## src/rtl/conv_seq_ctrl_if.sv

```systemverilog
// Handshake and buffer-address bundle between the convolution sequencer and its datapath.
// The master side is the sequencer; the slave side is the buffers, MAC and result sink.
interface conv_seq_ctrl_if;
   logic       start;
   logic       abort;
   logic [9:0] data_addr;
   logic [7:0] weight_addr;
   logic       addr_valid;
   logic       mac_clr;
   logic       mac_en;
   logic       res_valid;
   logic       res_ready;
   logic [2:0] res_kernel;
   logic [4:0] res_row;
   logic [4:0] res_col;
   logic       busy;
   logic       done;

   modport master (
      input  start, abort, res_ready,
      output data_addr, weight_addr, addr_valid, mac_clr, mac_en,
      output res_valid, res_kernel, res_row, res_col, busy, done
   );

   modport slave (
      output start, abort, res_ready,
      input  data_addr, weight_addr, addr_valid, mac_clr, mac_en,
      input  res_valid, res_kernel, res_row, res_col, busy, done
   );
endinterface

```

## src/rtl/conv_seq_ctrl.sv

```systemverilog
// Sequencer for a valid-mode 2D convolution: walks kernels, output positions and kernel taps,
// issuing buffer reads and MAC control, and hands each finished output to a result sink.
module conv_seq_ctrl #(
   parameter int unsigned IMG_W       = 28,
   parameter int unsigned IMG_H       = 28,
   parameter int unsigned K           = 5,
   parameter int unsigned NUM_KERNELS = 8
) (
   input logic             clk,
   input logic             rst,
   conv_seq_ctrl_if.master bus
);

   localparam int unsigned KW = (K > 1) ? $clog2(K) : 1;

   typedef enum logic [2:0] {
      StIdle,
      StClear,
      StMac,
      StWait,
      StWrite,
      StDone
   } state_e;

   state_e        state_q;
   logic [KW-1:0] i_q;
   logic [KW-1:0] j_q;
   logic [2:0]    kernel_q;
   logic [4:0]    row_q;
   logic [4:0]    col_q;
   logic          mac_clr_q;
   logic          addr_valid_q;
   logic          mac_en_q;
   logic          res_valid_q;
   logic          busy_q;
   logic          done_q;

   logic j_last;
   logic ij_last;
   logic col_last;
   logic row_last;
   logic kernel_last;

   assign j_last      = (j_q == KW'(K - 1));
   assign ij_last     = j_last && (i_q == KW'(K - 1));
   assign col_last    = (col_q == 5'(IMG_W - K));
   assign row_last    = (row_q == 5'(IMG_H - K));
   assign kernel_last = (kernel_q == 3'(NUM_KERNELS - 1));

   always_ff @(posedge clk or posedge rst) begin
      if (rst) begin
         state_q      <= StIdle;
         i_q          <= '0;
         j_q          <= '0;
         kernel_q     <= '0;
         row_q        <= '0;
         col_q        <= '0;
         mac_clr_q    <= 1'b0;
         addr_valid_q <= 1'b0;
         mac_en_q     <= 1'b0;
         res_valid_q  <= 1'b0;
         busy_q       <= 1'b0;
         done_q       <= 1'b0;
      end else begin
         // Buffers return data one cycle after the address, so accumulate one cycle late.
         mac_en_q <= addr_valid_q;
         if (bus.abort) begin
            state_q      <= StIdle;
            i_q          <= '0;
            j_q          <= '0;
            kernel_q     <= '0;
            row_q        <= '0;
            col_q        <= '0;
            mac_clr_q    <= 1'b0;
            addr_valid_q <= 1'b0;
            res_valid_q  <= 1'b0;
            busy_q       <= 1'b0;
            done_q       <= 1'b0;
         end else begin
            unique case (state_q)
               StIdle: begin
                  if (bus.start) begin
                     state_q   <= StClear;
                     mac_clr_q <= 1'b1;
                     busy_q    <= 1'b1;
                  end
               end
               StClear: begin
                  state_q      <= StMac;
                  mac_clr_q    <= 1'b0;
                  addr_valid_q <= 1'b1;
               end
               StMac: begin
                  if (ij_last) begin
                     state_q      <= StWait;
                     addr_valid_q <= 1'b0;
                     i_q          <= '0;
                     j_q          <= '0;
                  end else if (j_last) begin
                     i_q <= i_q + KW'(1);
                     j_q <= '0;
                  end else begin
                     j_q <= j_q + KW'(1);
                  end
               end
               StWait: begin
                  state_q     <= StWrite;
                  res_valid_q <= 1'b1;
               end
               StWrite: begin
                  if (bus.res_ready) begin
                     res_valid_q <= 1'b0;
                     if (kernel_last && row_last && col_last) begin
                        state_q <= StDone;
                        done_q  <= 1'b1;
                     end else begin
                        state_q   <= StClear;
                        mac_clr_q <= 1'b1;
                        if (col_last) begin
                           col_q <= '0;
                           if (row_last) begin
                              row_q    <= '0;
                              kernel_q <= kernel_q + 3'd1;
                           end else begin
                              row_q <= row_q + 5'd1;
                           end
                        end else begin
                           col_q <= col_q + 5'd1;
                        end
                     end
                  end
               end
               StDone: begin
                  state_q  <= StIdle;
                  done_q   <= 1'b0;
                  busy_q   <= 1'b0;
                  kernel_q <= '0;
                  row_q    <= '0;
                  col_q    <= '0;
               end
               default: begin
                  state_q <= StIdle;
               end
            endcase
         end
      end
   end

   // Addresses are pure functions of the counters so they line up with addr_valid.
   assign bus.data_addr   = 10'((10'(row_q) + 10'(i_q)) * 10'(IMG_W) + 10'(col_q) + 10'(j_q));
   assign bus.weight_addr = 8'(8'(kernel_q) * 8'(K * K) + 8'(i_q) * 8'(K) + 8'(j_q));

   assign bus.addr_valid = addr_valid_q;
   assign bus.mac_clr    = mac_clr_q;
   assign bus.mac_en     = mac_en_q;
   assign bus.res_valid  = res_valid_q;
   assign bus.res_kernel = kernel_q;
   assign bus.res_row    = row_q;
   assign bus.res_col    = col_q;
   assign bus.busy       = busy_q;
   assign bus.done       = done_q;

endmodule

```

## src/flat_wrapper.sv

```systemverilog
// flat-port wrapper written by rule: the top's interface ports become plain ports
module conv_seq_ctrl_flat 
#(
   parameter int unsigned IMG_W       = 28,
   parameter int unsigned IMG_H       = 28,
   parameter int unsigned K           = 5,
   parameter int unsigned NUM_KERNELS = 8
)
  (clk, rst, bus_start, bus_abort, bus_res_ready, bus_data_addr, bus_weight_addr, bus_addr_valid, bus_mac_clr, bus_mac_en, bus_res_valid, bus_res_kernel, bus_res_row, bus_res_col, bus_busy, bus_done);
  conv_seq_ctrl_if bus_i ();
  input logic clk;
  input logic rst;
  input wire logic [$bits(bus_i.start)-1:0] bus_start;
  input wire logic [$bits(bus_i.abort)-1:0] bus_abort;
  input wire logic [$bits(bus_i.res_ready)-1:0] bus_res_ready;
  output wire logic [$bits(bus_i.data_addr)-1:0] bus_data_addr;
  output wire logic [$bits(bus_i.weight_addr)-1:0] bus_weight_addr;
  output wire logic [$bits(bus_i.addr_valid)-1:0] bus_addr_valid;
  output wire logic [$bits(bus_i.mac_clr)-1:0] bus_mac_clr;
  output wire logic [$bits(bus_i.mac_en)-1:0] bus_mac_en;
  output wire logic [$bits(bus_i.res_valid)-1:0] bus_res_valid;
  output wire logic [$bits(bus_i.res_kernel)-1:0] bus_res_kernel;
  output wire logic [$bits(bus_i.res_row)-1:0] bus_res_row;
  output wire logic [$bits(bus_i.res_col)-1:0] bus_res_col;
  output wire logic [$bits(bus_i.busy)-1:0] bus_busy;
  output wire logic [$bits(bus_i.done)-1:0] bus_done;
  assign bus_i.start = bus_start;
  assign bus_i.abort = bus_abort;
  assign bus_i.res_ready = bus_res_ready;
  assign bus_data_addr = bus_i.data_addr;
  assign bus_weight_addr = bus_i.weight_addr;
  assign bus_addr_valid = bus_i.addr_valid;
  assign bus_mac_clr = bus_i.mac_clr;
  assign bus_mac_en = bus_i.mac_en;
  assign bus_res_valid = bus_i.res_valid;
  assign bus_res_kernel = bus_i.res_kernel;
  assign bus_res_row = bus_i.res_row;
  assign bus_res_col = bus_i.res_col;
  assign bus_busy = bus_i.busy;
  assign bus_done = bus_i.done;
  conv_seq_ctrl #(.IMG_W(IMG_W), .IMG_H(IMG_H), .K(K), .NUM_KERNELS(NUM_KERNELS)) u_core (.clk(clk), .rst(rst), .bus(bus_i));
endmodule
```

## config.mk

```make
export PLATFORM = sky130hd
export DESIGN_NAME = conv_seq_ctrl_flat
export DESIGN_NICKNAME = d
export VERILOG_FILES = /design/src/rtl/conv_seq_ctrl_if.sv /design/src/rtl/conv_seq_ctrl.sv /design/src/flat_wrapper.sv
export SDC_FILE = /design/constraint.sdc
export NUM_CORES = 1
export LEC_CHECK = 0
export CAP_MARGIN = 30
export CORE_AREA = 2 2 83 85
export CTS_BUF_LIST = sky130_fd_sc_hd__clkbuf_8
export CTS_CLUSTER_DIAMETER = 120
export CTS_CLUSTER_SIZE = 8
export DETAILED_ROUTE_END_ITERATION = 10
export DIE_AREA = 0 0 85 87
export HOLD_SLACK_MARGIN = 0.06
export PLACE_DENSITY = 0.77
export REMOVE_ABC_BUFFERS = 1
export SLEW_MARGIN = 20
export SYNTH_ARGS = -nofsm -noshare
export SYNTH_HDL_FRONTEND = slang
export SYNTH_SLANG_ARGS = --single-unit
```

## constraint.sdc

```tcl
create_clock -name clk -period 10.3 [get_ports clk]
set_input_delay 2.06 -clock clk [delete_from_list [all_inputs] [get_ports clk]]
set_output_delay 2.06 -clock clk [all_outputs]
set_load 0.01 [all_outputs]
```

**Yosys cells after proc, flatten, opt, wreduce, memory -nomap -nowiden**

Cells that the tools add are included.

- Add/sub/neg operators: 10
- Multiply operators: 3
- Equality and inequality tests: 17
- Muxes and demuxes: 48
- Reduce and logical (&&, ||, !) cells: 21

Operators with widths:

| operator | number |
|---|---|
| $mux 3 | 18 |
| $mux 5 | 9 |
| $pmux 5 s2 | 2 |
| $eq 3x3->1 const B | 5 |
| $pmux 3 s5 | 1 |
| $reduce_bool 3->1 | 5 |
| $mux 1 | 12 |
| $ne 3x2->1 const B | 4 |
| $add 10x3->10 | 1 |
| $add 10x5->10 | 1 |
| $add 5x1->5 const B | 2 |
| $eq 5x5->1 const B | 2 |
| $mul 10x3->8 const B | 1 |
| $add 3x1->3 const B | 3 |
| $ne 3x3->1 const B | 3 |
| $reduce_and 3->1 | 3 |
| $add 8x3->8 | 1 |
| $add 8x6->8 | 1 |
| $mul 3x5->8 const B | 1 |
| $pmux 1 s2 | 4 |
| $reduce_and 2->1 | 4 |
| $reduce_and 4->1 | 2 |
| $add 5x3->6 | 1 |
| $eq 3x2->1 const B | 2 |
| 9 further kinds | 11 |

- Flip-flop bits (word level): 28
- Bits of input ports: 5
- Output and inout bits: 37

**Logic depth before layout (Yosys ltp)**

Gate-level depths: netlist of the first run.

- Depth after elaboration: 7
- Mapped depth: 14
- Gate-level depth less buffers: 14

**Least setup slack after synthesis of the first run**

OpenSTA, ideal clock, no wires.

- Kind: flip-flop to output port
- Start: register u_core.row_q[0] (netlist: u_core.bus.res_row[0])
- End: output port bus_data_addr[9]
- Arrival: 3.819 ns
- Data required time: 8.240 ns
- Setup slack: 4.421 ns
- Cell stages (with the launch flop): 14
- Buffers on the path: 0
- Path through: dfrtp_1 > ha_1 > inv_1 > fa_1 > xnor2_1 > fa_1 > ha_1 > fa_1 > ha_1 > o21ai_0 > nor2_1 > o21ai_0 > nand3b_1 > xnor3_1

- Longest elaborated chain between the ends: 4

RTL lines:

| what | line | RTL |
|---|---|---|
| start: declaration | conv_seq_ctrl.sv:29 | `logic [4:0] row_q;` |
| start signal: assignment | conv_seq_ctrl.sv:125 | `row_q <= row_q + 5'd1;` |
| $add 5x3->6 | conv_seq_ctrl.sv:150 | `assign bus.data_addr = 10'((10'(row_q) + 10'(i_q)) * 10'(IMG_W) + 10'(col_q) + 10'(j_q));` |
| $mul 10x3->8 | conv_seq_ctrl.sv:150 |  |
| $add 10x5->10 | conv_seq_ctrl.sv:150 |  |
| $add 10x3->10 | conv_seq_ctrl.sv:150 |  |
| end: declaration | flat_wrapper.sv:16 | `output wire logic [$bits(bus_i.data_addr)-1:0] bus_data_addr;` |

No other way between the ends.

**Final worst setup path of the first run**

- Start: register u_core.i_q[0]
- End: output port bus_data_addr[9]

- Longest elaborated chain between the ends: 4

RTL lines:

| what | line | RTL |
|---|---|---|
| start: declaration | conv_seq_ctrl.sv:26 | `logic [KW-1:0] i_q;` |
| start signal: assignment | conv_seq_ctrl.sv:100 | `i_q <= i_q + KW'(1);` |
| $add 5x3->6 | conv_seq_ctrl.sv:150 |  |
| $mul 10x3->8 | conv_seq_ctrl.sv:150 |  |
| $add 10x5->10 | conv_seq_ctrl.sv:150 |  |
| $add 10x3->10 | conv_seq_ctrl.sv:150 |  |

No other way between the ends.

==> reports/results.txt, run 1 <==
Yosys Warn Count: 0
Fin crit share: 66.72%
H-tree levels: 1
Clock latency on the worst-skew pair: 0.28 ns
Die height: 87 um
Routed Antenna Nets: 0
Prevailing post-synth register cell: dfrtp_1
Clk root buf: clkbuf_8
Detailed Route Iter0 Violations: 77
Die area: 0.007395 mm2
Cell variety after synth: 46
Hold depth: 0
RSZ-0062 raised after global routing: no
Setup Buffers After CTS: 0
Sinks on Clock Net: 28
Core area: 0.006569 mm2
Max Cap Viol: 0
Leading area contributor after synthesis: dfrtp_1
Die width: 85 um
WL final: 5646 um
Final Setup Violations: 0
CP endpoint kind: output port
Gate power share: 52.5%
Synth Register Bits: 28
Share of layout cells above drive strength 1: 6.213%
Initial core utilization: 43.31%
Fraction of power spent switching nets: 37.14%
Via Count: 2235
Maximum VDD drop: 0.1050 mV
Fmax: 0.1455 GHz
Period minus WS final: 6.873 ns
Static Leak: 0.001753 uW
Setup crit start kind: flop
TNS Setup: 0 ns
WHS Endpoint: u_core.bus.mac_en
Residual DRC: 0
Worst R2R End: u_core.bus.res_row[3]
Reg clk slew, reported paths: 0.10 ns
Clock skew: 0.006365 ns
Fraction of registers with async set/reset: 100.0%
CTS tree: yes
Power share of the sequential group: 29.3%
Top-area cell type share of the netlist area: 24.63%
Worst EP required: 8.24 ns
Wire length per cell after detailed routing: 13.51 um
Routability-driven placement congestion ratio: 0.8175
Via density: 5.347
Synth-to-Final Area Change: 19.96%
Mapped Avg Cell Area: 9.580 um2
Slew Limit Fails: 0
Actual slew at the worst max-slew pin: 0.7631 ns
TritonCTS Buffers: 3
FF-to-FF setup slack: 8.42 ns
Final hold vios: 0
CTS Buffer Depth: 2
Worst hold margin: 0.4331 ns
CTS Hold Bufs: 0
Synth cell count leaders: 53 x ha_1, 28 x dfrtp_1, 28 x inv_1
Buffers on Ports: 41
I/O pin cnt: 42
First-pass GRT wire length: 9860 um
Vias in the first global route: 2257
Resized cells post-CTS: 0
Final Worst Setup Slack: 3.427 ns
Max-slew headroom: 48.97%
Largest cells by area after synthesis: dfrtp_1 25%, ha_1 23%, fa_1 6.3%, xnor2_1 4.3%, a21oi_1 4.0%
Post-synth EDFFs: 0
Clock power share: 18.1%
Mapped Area: 0.002845 mm2
GRT overflow: 0
Psw: 180.8 uW
Layout Nets: 406
Synth Instances: 297
Most frequent cell after synthesis: ha_1
Worst Path Max Fanout: 7
Reg2reg start: u_core.bus.res_col[0]
Min-delay worst type: reg2reg
Status: finished clean
Pwr dens: 142.6 mW/mm2
Initial antenna violation count: 0
Largest net degree at the start of global routing: 19
CP arrival: 4.81 ns
Rows: 30
Sequential element share of the synthesized area: 24.63%
Tot GR Track Use: 16.06%
R2R cell count: 6
Antenna Cells: 0
Hold path start: u_core.bus.addr_valid
Crit path kind: reg2out
DP Worst Slack: 3.735 ns
P_int: 306.0 uW
DP Cell Count: 414
TritonRoute pass-1 iters: 4
Dpl hpwl: 4529 um
Finished Layout Cells: 418
cell type report:
| cell class | instances | area [um2] |
|---|---|---|
| Clock inverter | 1 | 30.03 |
| Sequential cell | 28 | 700.7 |
| Tap cell | 80 | 100.1 |
| Fill cell | 583 | 3156 |
| Clock buffer | 3 | 41.29 |
| Inverter | 28 | 105.1 |
| Multi-Input combinational cell | 236 | 2011 |
| Timing Repair Buffer | 42 | 425.4 |
cells by family (layout without fill, tap and decap cells):
kind of cell,Yosys count,count (layout),synth area share [%]
compound gates,79,79,19.04
xor+xnor,22,22,7.256
fa+ha+maj,62,62,29.64
buf+inv,33,74,4.705
flops,28,28,24.63
mux,4,4,1.495
simple gates,69,69,13.24
power groups by stage:
stage	Clock (uW)	Sequential (uW)	Combinational [uW]
2_1_floorplan	0	145	151
3_3_place_gp	0	144	250
3_5_place_dp	0	145	256
4_1_cts	91.2	143	260
5_1_grt	93.9	146	288
6_report	88.3	143	256
sequential cells by signal, indices dropped and copies added (netlist names), 3 cells and up:
name / cells
u_core.bus.res_col: 5
u_core.bus.res_kernel: 3
u_core.bus.res_row: 5
u_core.i_q: 3
u_core.j_q: 3
u_core.state_q: 3
how the worst max path moves through the flow:
stage | from | to | slack, ns | cells after the start
after global routing | u_core.i_q[0] | bus_data_addr[9] | 3.07 | 14
after CTS | u_core.i_q[0] | bus_data_addr[9] | 3.44 | 14
after floorplan | u_core.bus.res_row[0] | bus_data_addr[9] | 4.42 | 13
final | u_core.i_q[0] | bus_data_addr[9] | 3.43 | 14
after detailed placement | u_core.i_q[0] | bus_data_addr[9] | 3.74 | 14
after global placement | u_core.i_q[0] | bus_data_addr[9] | 3.86 | 14
stage by stage:
step / total power (uW) / utilization (%) / area [um2]
2_1_floorplan: 296.1 / - / 2816
3_3_place_gp: 394.2 / 50.65 / 3327
3_5_place_dp: 401.0 / 50.88 / 3342
4_1_cts: 494.1 / 51.96 / 3413
5_1_grt: 528.0 / 51.96 / 3413
6_report: 486.8 / 51.96 / 3413
routing by layer:
layer	wire, um	track usage (%)	part of all wire (%)
met5	0	0	0
met3	183	2.275	3.2
met4	74	4.185	1.3
met1	2574	20.29	46
met2	2813	28.84	50
layout by cell type, fill, tap and decap left out, drive strengths merged:
master          n
a211oi          5
a21boi          1
a21o           11
a21oi          24
a31oi           2
a32oi           1
and2            3
and2b           2
and3            2
and4b           2
buf             1
bufinv          1
clkbuf          3
clkdlybuf4s50  41
dfrtp          28
fa              9
ha             53
inv            28
mux2            2
mux2i           2
nand2          20
nand2b          7
nand3           8
nand3b          1
nand4b          1
nor2           17
nor2b           2
nor3            3
o2111ai         1
o211ai          1
o21ai          21
o21bai          4
o22ai           1
o31ai           5
o41ai           2
or3             1
xnor2          14
xnor3           1
xor2            7
critical path, stage by stage, from the launching register on:
cell and delay [ns]:
dfrtp_1 0.48, ha_1 0.22, inv_1 0.06, fa_1 0.40
xnor2_1 0.49, fa_1 0.51, ha_1 0.29, ha_1 0.28
ha_1 0.24, a211oi_1 0.27, nor2_1 0.10, o21ai_0 0.25
nand3b_1 0.17, xnor3_1 0.29, clkdlybuf4s50_1 0.49
No activity file was read; power rests on OpenSTA's default activity.
==> run 2, diff against run 1 <==
==> constraint.sdc (replaced) <==
create_clock -name clk -period 6.75 [get_ports clk]
set_input_delay 1.35 -clock clk [delete_from_list [all_inputs] [get_ports clk]]
set_output_delay 1.35 -clock clk [all_outputs]
set_load 0.01 [all_outputs]
==> run 2 against run 1 <==
Compared with the run above: sequential power is 52% higher; largest cell class unchanged; sequential share of layout area unchanged; clock-buffer cell count did not move; flip-flop and latch count unchanged.
==> reports/results.txt, run 2 (synthesis results as in run 1) <==
Layout Utilization: 51.96%
CTS tree: yes
GRT overflow: 0
Slew Limit Fails: 0
Core area: 0.006569 mm2
Die area: 0.007395 mm2
Die width: 85 um
Via density: 5.340
Detailed Route Iter0 Violations: 90
Clock skew: 0.003679 ns
Initial core utilization: 43.31%
Actual slew at the worst max-slew pin: 0.7270 ns
Largest net degree at the start of global routing: 19
Die height: 87 um
Residual DRC: 0
Fmax: 0.1609 GHz
Synth-to-Final Area Change: 19.96%
CTS Buffer Depth: 2
WL final: 5559 um
Final Worst Setup Slack: 0.5347 ns
Multi-input logic area: 0.002011 mm2
Static Leak: 0.001753 uW
# fillers: 585
Rows: 30
Resized cells post-CTS: 0
Clock latency on the worst-skew pair: 0.28 ns
Worst path cell trace: ha_1 -> inv_1 -> fa_1 -> xnor2_1 -> fa_1 -> ha_1 -> fa_1 -> ha_1 -> o21ai_0 -> nor2_1 -> o21ai_0 -> nand3b_1 -> xnor3_1 -> clkdlybuf4s50_1
Commonest non-fill, non-tap cell in the layout: ha_1
Worst EP required: 5.40 ns
FF+latch area: 700.7 um2
Setup crit start kind: flop
Routed Antenna Nets: 0
Worst hold margin: 0.4315 ns
Setup Buffers After CTS: 0
Antenna Cells: 0
TritonRoute pass-1 iters: 4
Share of layout cells above drive strength 1: 6.213%
RSZ-0062 raised after global routing: no
Max-slew headroom: 51.38%
CTS Hold Bufs: 0
Min-delay worst type: reg2reg
H-tree levels: 1
Max Cap Viol: 0
Worst Path Max Fanout: 7
Status: finished clean
Layout Nets: 406
TritonCTS Buffers: 3
TNS Setup: 0 ns
CP arrival: 4.87 ns
Pwr dens: 217.5 mW/mm2
I/O pin cnt: 42
Via Count: 2232
Initial antenna violation count: 0
Maximum VDD drop: 0.1396 mV
Final Setup Violations: 0
First-pass GRT wire length: 9798 um
Total power draw: 742.2 uW
Highest-count cells in the layout ignoring fill and taps: 53 x ha_1, 41 x clkdlybuf4s50_1, 28 x inv_1, 28 x dfrtp_1, 23 x a21oi_1
Critical Path Max Stage Delay: 0.52 ns
Fin crit share: 92.08%
Dpl hpwl: 4568 um
CP endpoint kind: output port
Reg clk slew, reported paths: 0.10 ns
Sinks on Clock Net: 28
Tot GR Track Use: 15.92%
Final hold vios: 0
Period minus WS final: 6.215 ns
Critical-path top delay cell: fa_1
Wire length per cell after detailed routing: 13.30 um
Buffers on Ports: 41
Routability-driven placement congestion ratio: 0.8175
DP Worst Slack: 0.8358 ns
Vias in the first global route: 2182
Crit path kind: reg2out
Clk root buf: clkbuf_8
[run 2: cell type report]
cell class,instances,share of cell area (%)
Multi-Input combinational cell,236,58.91
Clock buffer,3,1.210
Sequential cell,28,20.53
Timing Repair Buffer,42,12.46
Inverter,28,3.079
Clock inverter,1,0.8798
Tap cell,80,2.933
[run 2: path summary, 6_finish.rpt]
check	start	endpoint	slack (ns)	depth (start not counted)
max	u_core.i_q[0]	bus_data_addr[9]	0.53	14
min	u_core.bus.addr_valid	u_core.bus.mac_en	0.43	0
max reg2reg	u_core.bus.res_col[0]	u_core.bus.res_row[3]	4.86	6
min reg2reg	u_core.bus.addr_valid	u_core.bus.mac_en	0.43	0
max in group asynchronous	rst	u_core.i_q[0]	4.80	3
min in group asynchronous	rst	u_core.bus.res_row[3]	1.44	2
[run 2: layer usage]
metal	share of wire, %	GRT usage, %	up-vias
met4	0.34	1.443	0
met5	0	0	-
li1	-	-	1136
met2	51	28.20	41
met3	3.4	2.559	2
met1	46	21.34	1053
[run 2: critical path, delay by kind of cell (launching register included)]
family / cells / cell delay [ns]
adder cells (fa/ha/maj): 6 / 2.14
buffers and inverters: 2 / 0.54
flip-flops: 1 / 0.48
XOR/XNOR: 2 / 0.82
AO/OA/AOI/OAI: 2 / 0.24
AND/OR/NAND/NOR: 2 / 0.36
[run 2: per-stage QoR]
| step | cell area, um2 | std cells |
|---|---|---|
| floorplan | 2816 | 292 |
| global placement | 3327 | 413 |
| finish | 3413 | 418 |
| CTS | 3413 | 418 |
| detailed placement | 3342 | 414 |
| global route | 3413 | 418 |
[run 2: where the power goes]
| part | internal (uW) | switching (uW) | total [uW] |
|---|---|---|---|
| Combinational | 202 | 189 | 391 |
| Sequential | 186 | 32.2 | 218 |
| Clock | 79.5 | 53.8 | 133 |
